<file path="src/rtl/cache_line_adapter_if.sv">
// cache_line_adapter_if: controller line port and memory beat port of the line adapter.
interface cache_line_adapter_if #(
   parameter int ADDR_W = 16,
   parameter int LINE_W = 128,
   parameter int BEAT_W = 32
);
   logic              line_read;
   logic              line_write;
   logic [ADDR_W-1:0] line_addr;
   logic [LINE_W-1:0] line_wdata;
   logic [LINE_W-1:0] line_rdata;
   logic              line_resp;
   logic              mem_req;
   logic              mem_we;
   logic [ADDR_W-1:0] mem_addr;
   logic [BEAT_W-1:0] mem_wdata;
   logic [BEAT_W-1:0] mem_rdata;
   logic              mem_ack;
   modport master (
      output line_read, line_write, line_addr, line_wdata, mem_rdata, mem_ack,
      input  line_rdata, line_resp, mem_req, mem_we, mem_addr, mem_wdata
   );
   modport slave (
      input  line_read, line_write, line_addr, line_wdata, mem_rdata, mem_ack,
      output line_rdata, line_resp, mem_req, mem_we, mem_addr, mem_wdata
   );
endinterface

</file>
<file path="src/rtl/cache_line_adapter.sv">
// cache_line_adapter: splits one line fill/write-back into a burst of req/ack memory beats.
module cache_line_adapter #(
   parameter int ADDR_W = 16,
   parameter int LINE_W = 128,
   parameter int BEAT_W = 32
) (
   input logic                clk,
   input logic                rst,
   cache_line_adapter_if.slave bus
);
   localparam int BEATS = LINE_W / BEAT_W;
   localparam int OFF   = $clog2(LINE_W / 8);
   localparam int BOFF  = $clog2(BEAT_W / 8);
   localparam int CW    = BEATS > 1 ? $clog2(BEATS) : 1;
   localparam logic [CW-1:0]     LAST  = CW'(BEATS - 1);
   localparam logic [ADDR_W-1:0] LMASK = {{(ADDR_W-OFF){1'b1}}, {OFF{1'b0}}};

   typedef enum logic [1:0] {IDLE, WB, FILL, RESP} state_t;

   state_t            state_q, state_d;
   logic [CW-1:0]     cnt_q, cnt_d;
   logic [LINE_W-1:0] buf_q, buf_d;
   logic [ADDR_W-1:0] base_q, base_d;

   always_ff @(posedge clk or posedge rst)
      if (rst) begin
         state_q <= IDLE;
         cnt_q   <= '0;
         buf_q   <= '0;
         base_q  <= '0;
      end else begin
         state_q <= state_d;
         cnt_q   <= cnt_d;
         buf_q   <= buf_d;
         base_q  <= base_d;
      end

   always_comb begin
      state_d = state_q;
      cnt_d   = cnt_q;
      buf_d   = buf_q;
      base_d  = base_q;
      case (state_q)
         IDLE:
            if (bus.line_write || bus.line_read) begin
               state_d = bus.line_write ? WB : FILL;
               base_d  = bus.line_addr & LMASK;
               buf_d   = bus.line_write ? bus.line_wdata : buf_q;
               cnt_d   = '0;
            end
         WB, FILL:
            if (bus.mem_ack) begin
               if (state_q == FILL) buf_d[cnt_q*BEAT_W +: BEAT_W] = bus.mem_rdata;
               cnt_d   = cnt_q == LAST ? cnt_q : cnt_q + 1'b1;
               state_d = cnt_q == LAST ? RESP : state_q;
            end
         default: state_d = IDLE;
      endcase
   end

   // base is line-aligned, so OR-ing in the beat offset never carries out of the line
   assign bus.mem_addr   = base_q | (ADDR_W'(cnt_q) << BOFF);
   assign bus.mem_wdata  = buf_q[cnt_q*BEAT_W +: BEAT_W];
   assign bus.mem_req    = state_q == WB || state_q == FILL;
   assign bus.mem_we     = state_q == WB;
   assign bus.line_resp  = state_q == RESP;
   assign bus.line_rdata = buf_q;
endmodule

</file>
<file path="src/flat_wrapper.sv">
// flat-port wrapper written by rule: the top's interface ports become plain ports
module cache_line_adapter_flat 
#(
   parameter int ADDR_W = 16,
   parameter int LINE_W = 128,
   parameter int BEAT_W = 32
)
  (clk, rst, bus_line_read, bus_line_write, bus_line_addr, bus_line_wdata, bus_mem_rdata, bus_mem_ack, bus_line_rdata, bus_line_resp, bus_mem_req, bus_mem_we, bus_mem_addr, bus_mem_wdata);
  cache_line_adapter_if #(.ADDR_W(ADDR_W), .LINE_W(LINE_W), .BEAT_W(BEAT_W)) bus_i ();
  input logic clk;
  input logic rst;
  input wire logic [$bits(bus_i.line_read)-1:0] bus_line_read;
  input wire logic [$bits(bus_i.line_write)-1:0] bus_line_write;
  input wire logic [$bits(bus_i.line_addr)-1:0] bus_line_addr;
  input wire logic [$bits(bus_i.line_wdata)-1:0] bus_line_wdata;
  input wire logic [$bits(bus_i.mem_rdata)-1:0] bus_mem_rdata;
  input wire logic [$bits(bus_i.mem_ack)-1:0] bus_mem_ack;
  output wire logic [$bits(bus_i.line_rdata)-1:0] bus_line_rdata;
  output wire logic [$bits(bus_i.line_resp)-1:0] bus_line_resp;
  output wire logic [$bits(bus_i.mem_req)-1:0] bus_mem_req;
  output wire logic [$bits(bus_i.mem_we)-1:0] bus_mem_we;
  output wire logic [$bits(bus_i.mem_addr)-1:0] bus_mem_addr;
  output wire logic [$bits(bus_i.mem_wdata)-1:0] bus_mem_wdata;
  assign bus_i.line_read = bus_line_read;
  assign bus_i.line_write = bus_line_write;
  assign bus_i.line_addr = bus_line_addr;
  assign bus_i.line_wdata = bus_line_wdata;
  assign bus_i.mem_rdata = bus_mem_rdata;
  assign bus_i.mem_ack = bus_mem_ack;
  assign bus_line_rdata = bus_i.line_rdata;
  assign bus_line_resp = bus_i.line_resp;
  assign bus_mem_req = bus_i.mem_req;
  assign bus_mem_we = bus_i.mem_we;
  assign bus_mem_addr = bus_i.mem_addr;
  assign bus_mem_wdata = bus_i.mem_wdata;
  cache_line_adapter #(.ADDR_W(ADDR_W), .LINE_W(LINE_W), .BEAT_W(BEAT_W)) u_core (.clk(clk), .rst(rst), .bus(bus_i));
endmodule
</file>
<file path="config.mk">
export PLATFORM = sky130hd
export DESIGN_NAME = cache_line_adapter_flat
export DESIGN_NICKNAME = d
export VERILOG_FILES = /design/src/rtl/cache_line_adapter_if.sv /design/src/rtl/cache_line_adapter.sv /design/src/flat_wrapper.sv
export SDC_FILE = /design/constraint.sdc
export NUM_CORES = 1
export LEC_CHECK = 0
export ABC_AREA = 0
export ABC_CLOCK_PERIOD_IN_PS = 4350
export CAP_MARGIN = 10
export CORE_MARGIN = 2
export CORE_UTILIZATION = 40
export CTS_BUF_LIST = sky130_fd_sc_hd__clkbuf_4 sky130_fd_sc_hd__clkbuf_8
export DETAILED_ROUTE_END_ITERATION = 8
export GPL_TIMING_DRIVEN = 0
export PLACE_DENSITY = 0.8
export SYNTH_ARGS = -nofsm -noshare
export SYNTH_HDL_FRONTEND = slang
export SYNTH_SLANG_ARGS = --single-unit
</file>
<file path="constraint.sdc">
create_clock -name clk -period 4.35 [get_ports clk]
set_input_delay 0.87 -clock clk [delete_from_list [all_inputs] [get_ports clk]]
set_output_delay 0.87 -clock clk [all_outputs]
set_load 0.1 [all_outputs]
</file>
==> flow_summary.yaml <==
status:
  status: "finished clean"
floorplan:
  core-area_um2: 20200
  dieArea_um2: 21600
  row_count: 52
  die_y_um: 147
  start_util: 0.405
  pin_count: 360
  die_x_um: 147
clock_network:
  post_cts_buffers: 0
  cts_tree: "done"
  clk_latency_ns: 0.47
  holdBufCountCts: 0
  numCtsBuffers: 17
  cts_root_buf: "clkbuf_8"
  cts.clk_slew.worst_paths_ns: 0.08
  cts_resized: 24
  clock-sinks: 144
  htreeDepth: 4
  clockBufferDepth: 2
logic_synthesis:
  synthDistinctLibCells: 34
  synthMostInstantiatedCell: "dfrtp_1"
  yosysTopAreaCell: "dfrtp_1"
  yosys-top-cells-area: "dfrtp_1 (44%), mux2_2 (16%), mux4_2 (8.8%)"
  synth_edf_count: 0
  synthCells: 587
  synth_area_um2: 8170
  synth.avg_cell_area_um2: 13.9
  synth_top_cell_area_share: 0.441
  synth_seq_area_share: 0.441
  synthTopCellsByCount: "dfrtp_1 (144), mux2_2 (117), a32o_1 (64), o2bb2ai_1 (64), nand2b_1 (33)"
  synth_flop_cell: "dfrtp_1"
  synth-async-reset-ratio: 1.00
  ys_seq_elements: 144
  ys.warnings.count: 0
timing:
  period_share: 0.964
  finalSetupViolCount: 0
  slew_headroom: 0.265
  fin_worst_skew_ns: 0.0150
  final_hold_viol_count: 0
  rsz0062_at_grt: "no"
  maxSlewViolCount: 0
  tightest_slew_ns: 1.10
  fin_crit_ns: 4.19
  setup_tns_ns: 0
  fmax_mhz: 239
setup_path:
  r2r-start: "u_core.cnt_q[1]$_DFFE_PP0P_"
  path_max_fanout: 10
  cp-start-kind: "register"
  arrival_ns: 3.32
  end_kind: "output port"
  crit_chain: "clkbuf_1 -> clkbuf_1 -> mux4_2 -> dlygate4sd2_1"
  cpMostUsedCell: "clkbuf_1"
  max_stage_delay_ns: 0.89
  path_class: "register to output port"
  reg2reg_slack_ns: 0.57
  reg2regPathDepth: 9
  critPathRequiredTime_ns: 3.48
  slowest_stage: "dlygate4sd2_1"
  worst_r2r_endpoint: "u_core.bus.line_rdata[33]$_DFFE_PP0P_"
final_layout:
  nNetsFinal: 1155
  drive_gt1_frac: 0.246
  n_fill_cell: 1635
  multiInputGateArea_um2: 4140
  final_util: 0.622
  syn_to_final_growth_pct: 53.5
  regArea_um2: 3600
min_path:
  hold_depth: 1
  hold_start: "u_core.base_q[13]$_DFFE_PP0P_"
  hold_class: "register to register"
  hold_end: "u_core.base_q[13]$_DFFE_PP0P_"
place:
  portBuffers: 353
  place.gp.congestion: 0.823
  dp_hpwl_mm: 23.2
global_routing:
  grt_antenna_before_repair: 1
  grt_pass1_vias: 7592
  grt_use_total: 0.289
  globalRouteOverflowTotal: 0
  grt_max_degree: 42
  grt_pass1_wl_mm: 47.2
routing:
  route.detailed.drc: 0
  dr.pass1.iters: 5
  avgViaCountPerCell: 5.66
  drtIter0Drc: 384
  wl_per_cell_um: 25.2
  antenna_left: 0
  vias: 7062
  routedLengthMet1_mm: 12.4
  top_layer_used: "met4"
  wl_met2_mm: 15.9
  wl_mm: 31.4
  dr_wl_met3_mm: 2.47
run:
  cap_violations: 0
==> final cells by class <==
cell class | count | area share
sequential | 144 | 0.287
buffer | 62 | 0.0323
clock buffer | 20 | 0.0214
clock inverter | 12 | 0.0144
multi-input combinational | 376 | 0.330
tap | 270 | 0.0269
inverter | 6 | 0.00209
timing repair buffer | 356 | 0.285
antenna | 1 | 0.000200
==> routing by layer <==
layer,vias to the layer above,GRT usage
met5,-,0
met4,0,0.0808
met1,3611,0.361
met3,41,0.0752
li1,3073,-
met2,337,0.500
==> cells in the final DEF (no fill, tap or decap), types with 18 or more instances in the layout <==
master and instances:
dlygate4sd2_1 24, clkdlybuf4s50_1 324, a32o_1 64, nand2b_1 33, clkbuf_1 22, mux2_2 117, o2bb2ai_1 64, buf_6 19
buf_2 18, dfrtp_1 144, mux4_2 32, clkbuf_8 19
==> sequential cells by signal, summed over array words and instances (netlist names) <==
register and cells:
u_core.base_q 12, u_core.cnt_q 2, u_core.state_q 2, u_core.bus.line_rdata 128
==> cell families after synthesis <==
family / count (synthesis) / synth area share
adders and majority gates: 11 / 0.0168
buffers and inverters: 68 / 0.0524
AOI/OAI and AO/OA: 138 / 0.159
and+or+nand+nor: 49 / 0.0384
muxes: 176 / 0.292
DFF: 144 / 0.441
other: 1 / 0.000459
==> how the worst max path moves through the flow <==
| stage | slack [ns] | startpoint | end |
|---|---|---|---|
| floorplan | 1.02 | u_core.cnt_q[0]$_DFFE_PP0P_ | bus_mem_wdata[10] |
| global placement | 0.27 | rst | u_core.bus.line_rdata[111]$_DFFE_PP0P_ |
| detailed placement | 0.41 | u_core.cnt_q[1]$_DFFE_PP0P_ | bus_mem_wdata[30] |
| CTS | 0.005 | u_core.cnt_q[1]$_DFFE_PP0P_ | bus_mem_wdata[21] |
| global route | 0.07 | u_core.cnt_q[1]$_DFFE_PP0P_ | bus_mem_wdata[31] |
| finish | 0.16 | u_core.cnt_q[1]$_DFFE_PP0P_ | bus_mem_wdata[30] |
==> through the flow <==
stage                     hold WS [ns]  area, µm²  std cells  setup WS [ns]
after CTS                        0.523      12500       1246        0.00492
after floorplan                  0.559       8180        588           1.02
after global placement           0.487      12000       1211          0.267
final                            0.515      12500       1247          0.158
after detailed placement         0.501      12100       1214          0.406
after global routing             0.545      12500       1247         0.0690
==> critical path, delay by kind of cell (launching register included) <==
family	cells	cell delay [ns]
buffers and inverters	3	2.06
flip-flops	1	0.43
multiplexers	1	0.36
Power is left out: the tool's default activity adds up to more than one toggle a clock period on the data nets, which glitch-free logic cannot reach.
==> RTL change (config.mk and constraints unchanged) <==
`LINE_W` is set to 128 in 3 places; all go to 256.
--- a/src/rtl/cache_line_adapter_if.sv
+++ b/src/rtl/cache_line_adapter_if.sv
@@ -3,3 +3,3 @@
    parameter int ADDR_W = 16,
-   parameter int LINE_W = 128,
+   parameter int LINE_W = 256,
    parameter int BEAT_W = 32
--- a/src/rtl/cache_line_adapter.sv
+++ b/src/rtl/cache_line_adapter.sv
@@ -3,3 +3,3 @@
    parameter int ADDR_W = 16,
-   parameter int LINE_W = 128,
+   parameter int LINE_W = 256,
    parameter int BEAT_W = 32
--- a/src/flat_wrapper.sv
+++ b/src/flat_wrapper.sv
@@ -4,3 +4,3 @@
    parameter int ADDR_W = 16,
-   parameter int LINE_W = 128,
+   parameter int LINE_W = 256,
    parameter int BEAT_W = 32
Interface: changed (resized bus_line_rdata and bus_line_wdata); port bits go from 360 to 616. The function was not compared with the original's and may differ.
==> RTL change against the original RTL <==
  * Maximum frequency fell by 2.4%
  * Via count rose by 130%
  * Highest routed layer is now met5
  * Design area rose by 81%
  * Wire length rose to 2.6 times the old value
  * Setup slack got worse by 100 ps
  * Synthesized area rose by 82%
  * Sequential cell count rose by 128
Power is left out: the tool's default activity adds up to more than one toggle a clock period on the data nets, which glitch-free logic cannot reach.
==> RTL change: results (changes against the original RTL) <==
* First-pass GRT wire length at 115 mm (+140%)
* Total track usage at 41.4% (+12 points)
* Post-layout instance area at 0.0227 sq mm (+81%)
* Outcome: completed
* Routed Wire Length at 82.1 mm (+160%)
* Netlist cell types at 48 (+41%)
* Filler instances at 3,069 (+88%)
* Initial antenna violation count at 6 (+5)
* Adder-Cell Fraction of Synth Area at 1.01% (-0.68 points)
* Multi-input combinational area share at 32.7% (-0.28 points)
* Skew-Pair Late Insertion Delay at 640 ps (+170 ps)
* Highest-delay cell along the critical path: clkdlybuf4s15_1
* Highest metal used: met5
* Grt met2 use at 66.5% (+16 points)
* Post-cts repair resize count at 107 (+350%)
* Seq cells at 272 (+89%)
* Synthesized area per cell at 10.9 sq um (-21%)
* Clock buffers at 83 (+320%)
* Post-Syn Instances at 1,361 (+130%)
* Routing usage on met1 at 50.1% (+14 points)
* GR met3 Demand/Resource at 10.5% (+3.0 points)
* Vias in the first global route at 16,600 (+120%)
* Setup slack after placement at -430 ps (-836 ps)
* Synth top cells by count: 272 x dfrtp_1, 158 x a21oi_1, 155 x a22oi_1
* Top post-synthesis cells by area: dfrtp_1 46%, mux4_2 9.7%, a22oi_1 7.8%, a22o_1 6.1%, a21oi_1 5.3%
* Fraction of area in non-clock buffers at 29.7% (-2.1 points)
* Worst-margin pin slew at 1150 ps (+45.9 ps)
* Placed Cells at 2,417 (+99%)
* Slowest Stage Delay on Critical Path at 830 ps (-60 ps)
* Synth Area in Compound Gates at 23.0% (+7.0 points)
RTL change: final timing paths:
path | slack (ps) | from | depth (start not counted) | to
min in group asynchronous | 720 | rst | 2 | u_core.bus.line_rdata[154]$_DFFE_PP0P_
hold reg to reg | 510 | u_core.base_q[13]$_DFFE_PP0P_ | 1 | u_core.base_q[13]$_DFFE_PP0P_
max in group asynchronous | 2090 | rst | 6 | u_core.bus.line_rdata[77]$_DFFE_PP0P_
hold / removal | 510 | u_core.base_q[13]$_DFFE_PP0P_ | 1 | u_core.base_q[13]$_DFFE_PP0P_
setup / recovery | 60 | u_core.cnt_q[1]$_DFFE_PP0P_ | 7 | bus_mem_wdata[1]
setup reg to reg | 70 | u_core.cnt_q[2]$_DFFE_PP0P_ | 10 | u_core.bus.line_rdata[19]$_DFFE_PP0P_
RTL change: kinds of logic (layout without fill, tap and decap cells):
family	count (synthesis)	after routing
and+or+nand+nor	230	230
AOI/OAI and AO/OA	498	498
DFF	272	272
adders and majority gates	12	12
other	1	6
buffers and inverters	171	853
muxes	177	177
